[src/rtl/mac_feeder_pkg.sv]
`default_nettype none
// mac_feeder_pkg: shared sizes, FSM state type and operand indexing for the MAC feeder.
package mac_feeder_pkg;

    localparam int VEC_S      = 3;
    localparam int LOAD_WORDS = VEC_S * VEC_S + 2 * VEC_S;
    localparam int OP_W       = 8;
    localparam int RES_W      = 16;

    typedef enum logic [2:0] {
        ST_IDLE   = 3'd0,
        ST_LOAD   = 3'd1,
        ST_STREAM = 3'd2,
        ST_WAIT   = 3'd3,
        ST_OUT    = 3'd4
    } state_t;

    // Position of W[row][col] in the row-major load sequence.
    function automatic logic [3:0] w_index(input logic [1:0] row, input logic [1:0] col);
        return 4'(row) * 4'(VEC_S) + 4'(col);
    endfunction

endpackage
`default_nettype wire

[src/rtl/mac_result_buf.sv]
`default_nettype none
// mac_result_buf: three-entry row-result store, written from WAIT and drained
// through a valid/ready port in OUT.
module mac_result_buf
    import mac_feeder_pkg::*;
#(
    parameter int DEPTH = VEC_S
) (
    input  logic             clk,
    input  logic             reset,
    input  logic             wr_en_i,
    input  logic [RES_W:0]   wr_data_i,
    input  logic             rd_en_i,
    input  logic             m_ready_i,
    output logic [RES_W-1:0] m_data_o,
    output logic             m_ovf_o,
    output logic             m_valid_o,
    output logic             last_wr_o,
    output logic             last_rd_o
);

    localparam logic [1:0] LAST = 2'(DEPTH - 1);

    logic [RES_W:0] mem_q [DEPTH];
    logic [1:0]     wr_ptr_q;
    logic [1:0]     rd_ptr_q;
    logic           handshake;

    assign handshake = rd_en_i & m_ready_i;
    assign last_wr_o = wr_en_i && (wr_ptr_q == LAST);
    assign last_rd_o = handshake && (rd_ptr_q == LAST);

    always_ff @(posedge clk or negedge reset) begin
        if (!reset) begin
            for (int i = 0; i < DEPTH; i++) begin
                mem_q[i] <= '0;
            end
            wr_ptr_q <= '0;
            rd_ptr_q <= '0;
        end else begin
            if (wr_en_i) begin
                mem_q[wr_ptr_q] <= wr_data_i;
                wr_ptr_q        <= last_wr_o ? 2'd0 : wr_ptr_q + 2'd1;
            end
            if (handshake) begin
                rd_ptr_q <= last_rd_o ? 2'd0 : rd_ptr_q + 2'd1;
            end
        end
    end

    // Output is zero outside OUT so the port reads clean after reset.
    assign m_valid_o             = rd_en_i;
    assign {m_ovf_o, m_data_o}   = rd_en_i ? mem_q[rd_ptr_q] : '0;

endmodule
`default_nettype wire

[src/rtl/mac_feeder.sv]
`default_nettype none
// mac_feeder: loads a 3x3 matrix, vector and bias, streams the nine products'
// operands to an external MAC and returns the three row results with overflow.
module mac_feeder
    import mac_feeder_pkg::*;
#(
    parameter int VEC_S = mac_feeder_pkg::VEC_S
) (
    input  logic             clk,
    input  logic             reset,
    input  logic [OP_W-1:0]  s_data,
    input  logic             s_valid,
    output logic             s_ready,
    output logic [OP_W-1:0]  mac_a,
    output logic [OP_W-1:0]  mac_b,
    output logic [OP_W-1:0]  mac_x,
    output logic             mac_valid,
    input  logic [RES_W-1:0] mac_f,
    input  logic             mac_valid_out,
    input  logic             mac_overflow,
    output logic [RES_W-1:0] m_data,
    output logic             m_ovf,
    output logic             m_valid,
    input  logic             m_ready,
    output logic             busy,
    output logic             err
);

    localparam logic [1:0] LAST_IDX  = 2'(VEC_S - 1);
    localparam logic [3:0] LAST_WORD = 4'(LOAD_WORDS - 1);
    localparam logic [3:0] V_BASE    = 4'(VEC_S * VEC_S);
    localparam logic [3:0] B_BASE    = 4'(VEC_S * VEC_S + VEC_S);

    state_t          state_q, state_d;
    logic [3:0]      ld_cnt_q, ld_cnt_d;
    logic [1:0]      row_q, row_d;
    logic [1:0]      col_q, col_d;
    logic [OP_W-1:0] word_q [LOAD_WORDS];
    logic            mac_valid_q, mac_valid_d;
    logic [OP_W-1:0] mac_a_q, mac_a_d;
    logic [OP_W-1:0] mac_b_q, mac_b_d;
    logic [OP_W-1:0] mac_x_q, mac_x_d;
    logic            ovf_acc_q, ovf_acc_d;
    logic            err_q, err_d;
    logic            accept;
    logic            capture;
    logic            rd_en;
    logic            last_wr;
    logic            last_rd;

    // Gated by reset so the source sees no ready while reset is held.
    assign s_ready = reset && ((state_q == ST_IDLE) || (state_q == ST_LOAD));
    assign accept  = s_valid && s_ready;
    assign capture = (state_q == ST_WAIT) && mac_valid_out;

    always_ff @(posedge clk or negedge reset) begin
        if (!reset) begin
            state_q     <= ST_IDLE;
            ld_cnt_q    <= '0;
            row_q       <= '0;
            col_q       <= '0;
            mac_valid_q <= 1'b0;
            mac_a_q     <= '0;
            mac_b_q     <= '0;
            mac_x_q     <= '0;
            ovf_acc_q   <= 1'b0;
            err_q       <= 1'b0;
        end else begin
            state_q     <= state_d;
            ld_cnt_q    <= ld_cnt_d;
            row_q       <= row_d;
            col_q       <= col_d;
            mac_valid_q <= mac_valid_d;
            mac_a_q     <= mac_a_d;
            mac_b_q     <= mac_b_d;
            mac_x_q     <= mac_x_d;
            ovf_acc_q   <= ovf_acc_d;
            err_q       <= err_d;
        end
    end

    always_comb begin
        state_d  = state_q;
        ld_cnt_d = ld_cnt_q;
        row_d    = row_q;
        col_d    = col_q;
        case (state_q)
            ST_IDLE: begin
                if (s_valid) begin
                    state_d  = ST_LOAD;
                    ld_cnt_d = 4'd1;
                end
            end
            ST_LOAD: begin
                if (s_valid) begin
                    if (ld_cnt_q == LAST_WORD) begin
                        state_d  = ST_STREAM;
                        ld_cnt_d = '0;
                        row_d    = '0;
                        col_d    = '0;
                    end else begin
                        ld_cnt_d = ld_cnt_q + 4'd1;
                    end
                end
            end
            ST_STREAM: begin
                if (col_q == LAST_IDX) begin
                    col_d = '0;
                    if (row_q == LAST_IDX) begin
                        row_d   = '0;
                        state_d = ST_WAIT;
                    end else begin
                        row_d = row_q + 2'd1;
                    end
                end else begin
                    col_d = col_q + 2'd1;
                end
            end
            ST_WAIT: begin
                if (last_wr) state_d = ST_OUT;
            end
            ST_OUT: begin
                if (last_rd) state_d = ST_IDLE;
            end
            default: state_d = ST_IDLE;
        endcase
    end

    // MAC operands are registered from the next-state view, so each strobe
    // lines up with the STREAM cycle that owns its (row, col).
    always_comb begin
        mac_valid_d = (state_d == ST_STREAM);
        mac_a_d     = mac_a_q;
        mac_b_d     = mac_b_q;
        mac_x_d     = mac_x_q;
        if (state_d == ST_STREAM) begin
            mac_a_d = word_q[w_index(row_d, col_d)];
            mac_b_d = word_q[V_BASE + 4'(col_d)];
            mac_x_d = word_q[B_BASE + 4'(row_d)];
        end
        ovf_acc_d = capture ? 1'b0 : (ovf_acc_q | mac_overflow);
        err_d     = err_q | (mac_valid_out && (state_q != ST_WAIT));
        busy      = (state_q != ST_IDLE);
        rd_en     = (state_q == ST_OUT);
    end

    always_ff @(posedge clk or negedge reset) begin
        if (!reset) begin
            for (int i = 0; i < LOAD_WORDS; i++) begin
                word_q[i] <= '0;
            end
        end else if (accept) begin
            word_q[ld_cnt_q] <= s_data;
        end
    end

    assign mac_valid = mac_valid_q;
    assign mac_a     = mac_a_q;
    assign mac_b     = mac_b_q;
    assign mac_x     = mac_x_q;
    assign err       = err_q;

    mac_result_buf #(
        .DEPTH (VEC_S)
    ) u_result_buf (
        .clk       (clk),
        .reset     (reset),
        .wr_en_i   (capture),
        .wr_data_i ({ovf_acc_q | mac_overflow, mac_f}),
        .rd_en_i   (rd_en),
        .m_ready_i (m_ready),
        .m_data_o  (m_data),
        .m_ovf_o   (m_ovf),
        .m_valid_o (m_valid),
        .last_wr_o (last_wr),
        .last_rd_o (last_rd)
    );

endmodule
`default_nettype wire

[config.mk]
export PLATFORM = sky130hd
export DESIGN_NAME = mac_feeder
export DESIGN_NICKNAME = d
export VERILOG_FILES = /design/src/rtl/mac_feeder_pkg.sv /design/src/rtl/mac_result_buf.sv /design/src/rtl/mac_feeder.sv
export SDC_FILE = /design/constraint.sdc
export NUM_CORES = 1
export LEC_CHECK = 0
export ABC_AREA = 1
export CAP_MARGIN = 40
export CORE_ASPECT_RATIO = 0.5
export CORE_UTILIZATION = 60
export CTS_CLUSTER_SIZE = 10
export DETAILED_ROUTE_END_ITERATION = 16
export DONT_BUFFER_PORTS = 1
export GPL_TIMING_DRIVEN = 0
export HOLD_SLACK_MARGIN = 0.12
export MAX_ROUTING_LAYER = met4
export PLACE_DENSITY = 0.86
export SLEW_MARGIN = 30
export SYNTH_ARGS = -nofsm -noshare
export SYNTH_HDL_FRONTEND = slang
export SYNTH_SLANG_ARGS = --single-unit
[constraint.sdc]
create_clock -name clk -period 10.8 [get_ports clk]
set_input_delay 1.08 -clock clk [delete_from_list [all_inputs] [get_ports clk]]
set_output_delay 1.08 -clock clk [all_outputs]
set_load 0.005 [all_outputs]
==> impl_results.md <==
- Global-route wire length before repair: 52300 µm
- Net count after synthesis: 1480
- Overall fraction of global-route tracks in use: 38.0%
- Number of buffers between clock root and the deepest sink: 3
- Vias: 10100
- Gate Count Post-Synth: 1445
- Most numerous cell types in the synthesized netlist: 382 x nand2_1, 214 x o21ai_0, 213 x dfrtp_1, 201 x inv_1, 153 x nand3_1
- Cells taking the most area after synthesis: dfrtp_1 50%, nand2_1 13%, o21ai_0 10%, nand3_1 7.1%, inv_1 7.0%
- Maximum Capacitance Violations: 0
- Clock tree from TritonCTS: done
- HP Class: in -> async
- Global route total overflow: 0
- Vias in the first global route: 9660
- Ports: 76
- Post-synth top flop: dfrtp_1
- Logic depth of the worst register-to-register path: 22
- R2R Setup Slk: 6.00 ns
- Startpoint Class: flip-flop
- Library cell occupying the most area in the post-synthesis netlist: dfrtp_1
- Achievable Freq: 208 MHz
- CTS H-Tree Depth: 1
- Initial DRC count: 894
- Buffer count from post-CTS setup fixing: 0
- Total Routed Length: 33400 µm
- Root cell of the clock tree: clkbuf_16
- Count of endpoints failing hold in the final timing report: 0
- Arrival @ worst endpoint: 5.22 ns
- Port buffer count: 0
- Post-layout nets: 1508
- Cell leakage power: 0.00576 µW
- Core area: 17400 µm²
- Insertion delay of the later-clocked pin in the worst-skew pair: 0.53 ns
- Post-synth EDFFs: 0
- Largest net degree at the start of global routing: 218
- Detailed-router iteration count before antenna repair: 5
- Share of synthesized area occupied by flip-flops and latches: 49.5%
- Filler cell count: 1430
- CTS hold repair buffers: 0
- Summed instance area of the synthesized netlist: 10800 µm²
- Routed wire length per instance: 19.5 µm
- Yosys warning count: 0
- Initial antenna violation count: 0
- Worst Path Max Fanout: 10
- Most numerous cell in the Yosys netlist: nand2_1
- Worst Max-Slew Pin Slew: 0.923 ns
- Start-to-end type of the worst setup path: reg -> reg
- Max-slew headroom: 38.4%
- Horiz. Die Dim: 191 µm
- Power density relative to cell area: 395 nW/µm²
- DRC viols: 0
- Die boundary height: 96.7 µm
- CTS buffer count: 25
- R2R Path End: mac_a[7]
- Starting density of the core: 61.7%
- Number of routed nets with antenna violations: 0
- Detail-routed via count per cell: 5.91
- Layout Cell Area excl Fill: 11800 µm²
- Post-CTS sizing: 0
- Area Overhead vs Synth: 9.18%
- Num Clock Sinks: 213
- Yosys top cell area share: 49.5%
- Die Footprint: 18500 µm²
- Total negative slack: 0 ns
- Req. time, crit path: 11.22 ns
- Post-synth ARST share: 100%
- Peak supply drop: 0.000204 V
- Critical path capture point type: flip-flop
- Routability congestion estimate: 0.945
- RSZ-0062 raised after global routing: no
- Number of failing setup endpoints in the final timing report: 0
- Final Critical Period: 4.80 ns
- Row count: 34
- Mean Syn Cell Area: 7.45 µm²
- Fraction of final layout cells with drive strength greater than 1: 4.00%
- Max-slew violation count: 0
- Post-route clock skew: 0.0131 ns
- Library cells used by synthesis: 34
- Clock transition at the registers of the reported paths: 0.06 ns
- Share of the clock period used by the worst path: 44.5%
- Placed instance area: 11100 µm²
- Outcome: complete, no violations
- Seq cells post-synth: 213
- Start of the worst register-to-register path: state_q[2]
- Total half-perimeter wirelength after legalization and detailed placement: 23800 µm
metrics by stage:
step                      power, µW  utilization, %  hold WS (ns)  setup WS [ns]  cells
after global routing           4930            67.4         0.244           5.74   1709
final                          4640            67.4         0.254           6.00   1710
after floorplan                2960               -         0.437           6.69   1445
after detailed placement       3770            63.4         0.453           5.86   1679
after global placement         3720            63.4         0.455           5.86   1679
after CTS                      4540            67.3         0.249           6.15   1708
registers in the layout, indices dropped and copies added (netlist names), 2 cells and up:
register	flops
ld_cnt_q	4
u_result_buf.wr_ptr_q	2
mac_x	8
col_q	2
word_q	120
row_q	2
u_result_buf.rd_ptr_q	2
mac_a	8
u_result_buf.mem_q	51
mac_b	8
state_q	3
cells in the final DEF (no fill, tap or decap), drive strengths merged:
master,count
o22ai,2
a21oi,77
o31ai,1
bufinv,1
o21bai,1
fa,1
nor4,4
nor3,5
dfrtp,213
buf,22
o21ai,228
inv,205
xnor2,1
nand3,154
nand2,387
o211ai,8
or2,1
nor2,67
nand4,5
clkinv,2
ha,4
clkbuf,85
a31oi,1
diode,1
critical path: stages (launching register included):
cell and delay (ns):
dfrtp_1 0.43, nor2_1 0.17, nand2_1 0.11, inv_1 0.17, nand2_1 0.14, nand2_1 0.08
nand2_1 0.11, nand2_2 0.15, clkbuf_1 0.35, buf_2 0.31, xnor2_1 0.16, ha_1 0.26
ha_1 0.19, inv_1 0.06, fa_1 0.41, clkbuf_1 0.26, inv_1 0.24, buf_1 0.50
nand3_1 0.15, nand3_1 0.16, nand2_1 0.15, nand2_1 0.09, nand2_1 0.04
kinds of logic after synthesis:
group	share of synthesized area, %
buffers and inverters	10.3
AOI/OAI and AO/OA	15.1
and+or+nand+nor	24.3
xor gates and xnor gates	0.0814
DFF	49.5
adders and majority gates	0.651
how the worst max path moves through the flow:
stage / from / endpoint / slack, ns / cells past startpoint
2_1_floorplan: s_valid / mac_a[5] / 6.69 / 22
3_3_place_gp: s_valid / mac_a[7] / 5.86 / 20
3_5_place_dp: s_valid / mac_a[7] / 5.86 / 20
4_1_cts: state_q[2] / mac_a[2] / 6.15 / 22
5_1_grt: state_q[2] / mac_a[7] / 5.74 / 22
6_report: state_q[2] / mac_a[7] / 6.00 / 22
report_power, final:
| group | switching (µW) | internal (µW) | leakage [µW] | total [µW] |
|---|---|---|---|---|
| Sequential | 180 | 1120 | 0.00254 | 1300 |
| Combinational | 1820 | 758 | 0.00289 | 2580 |
| Clock | 312 | 439 | 0.000335 | 752 |
| Total | 2320 | 2320 | 0.00576 | 4640 |
area by class of cell:
class / instances / area (µm²) / share of cell area [%]
Timing Repair Buffer: 1 / 11.3 / 0.0958
Clock buffer: 27 / 643 / 5.47
Tap cell: 234 / 293 / 2.49
Buffer: 79 / 338 / 2.88
Antenna cell: 1 / 2.50 / 0.0213
Multi-Input combinational cell: 947 / 4320 / 36.8
Clock inverter: 2 / 38.8 / 0.330
Sequential cell: 213 / 5330 / 45.4
Inverter: 206 / 773 / 6.58
routing by layer:
metal | track usage (%) | part of all wire, % | wire length, µm | vias to the layer above
met4 | 10.7 | 2.9 | 964 | 0
met2 | 56.1 | 43 | 14500 | 551
met5 | - | 0 | 0 | -
met3 | 9.36 | 11 | 3810 | 89
met1 | 52.2 | 42 | 14100 | 4823
li1 | - | - | - | 4648
Power figures use the tool's default switching activity.
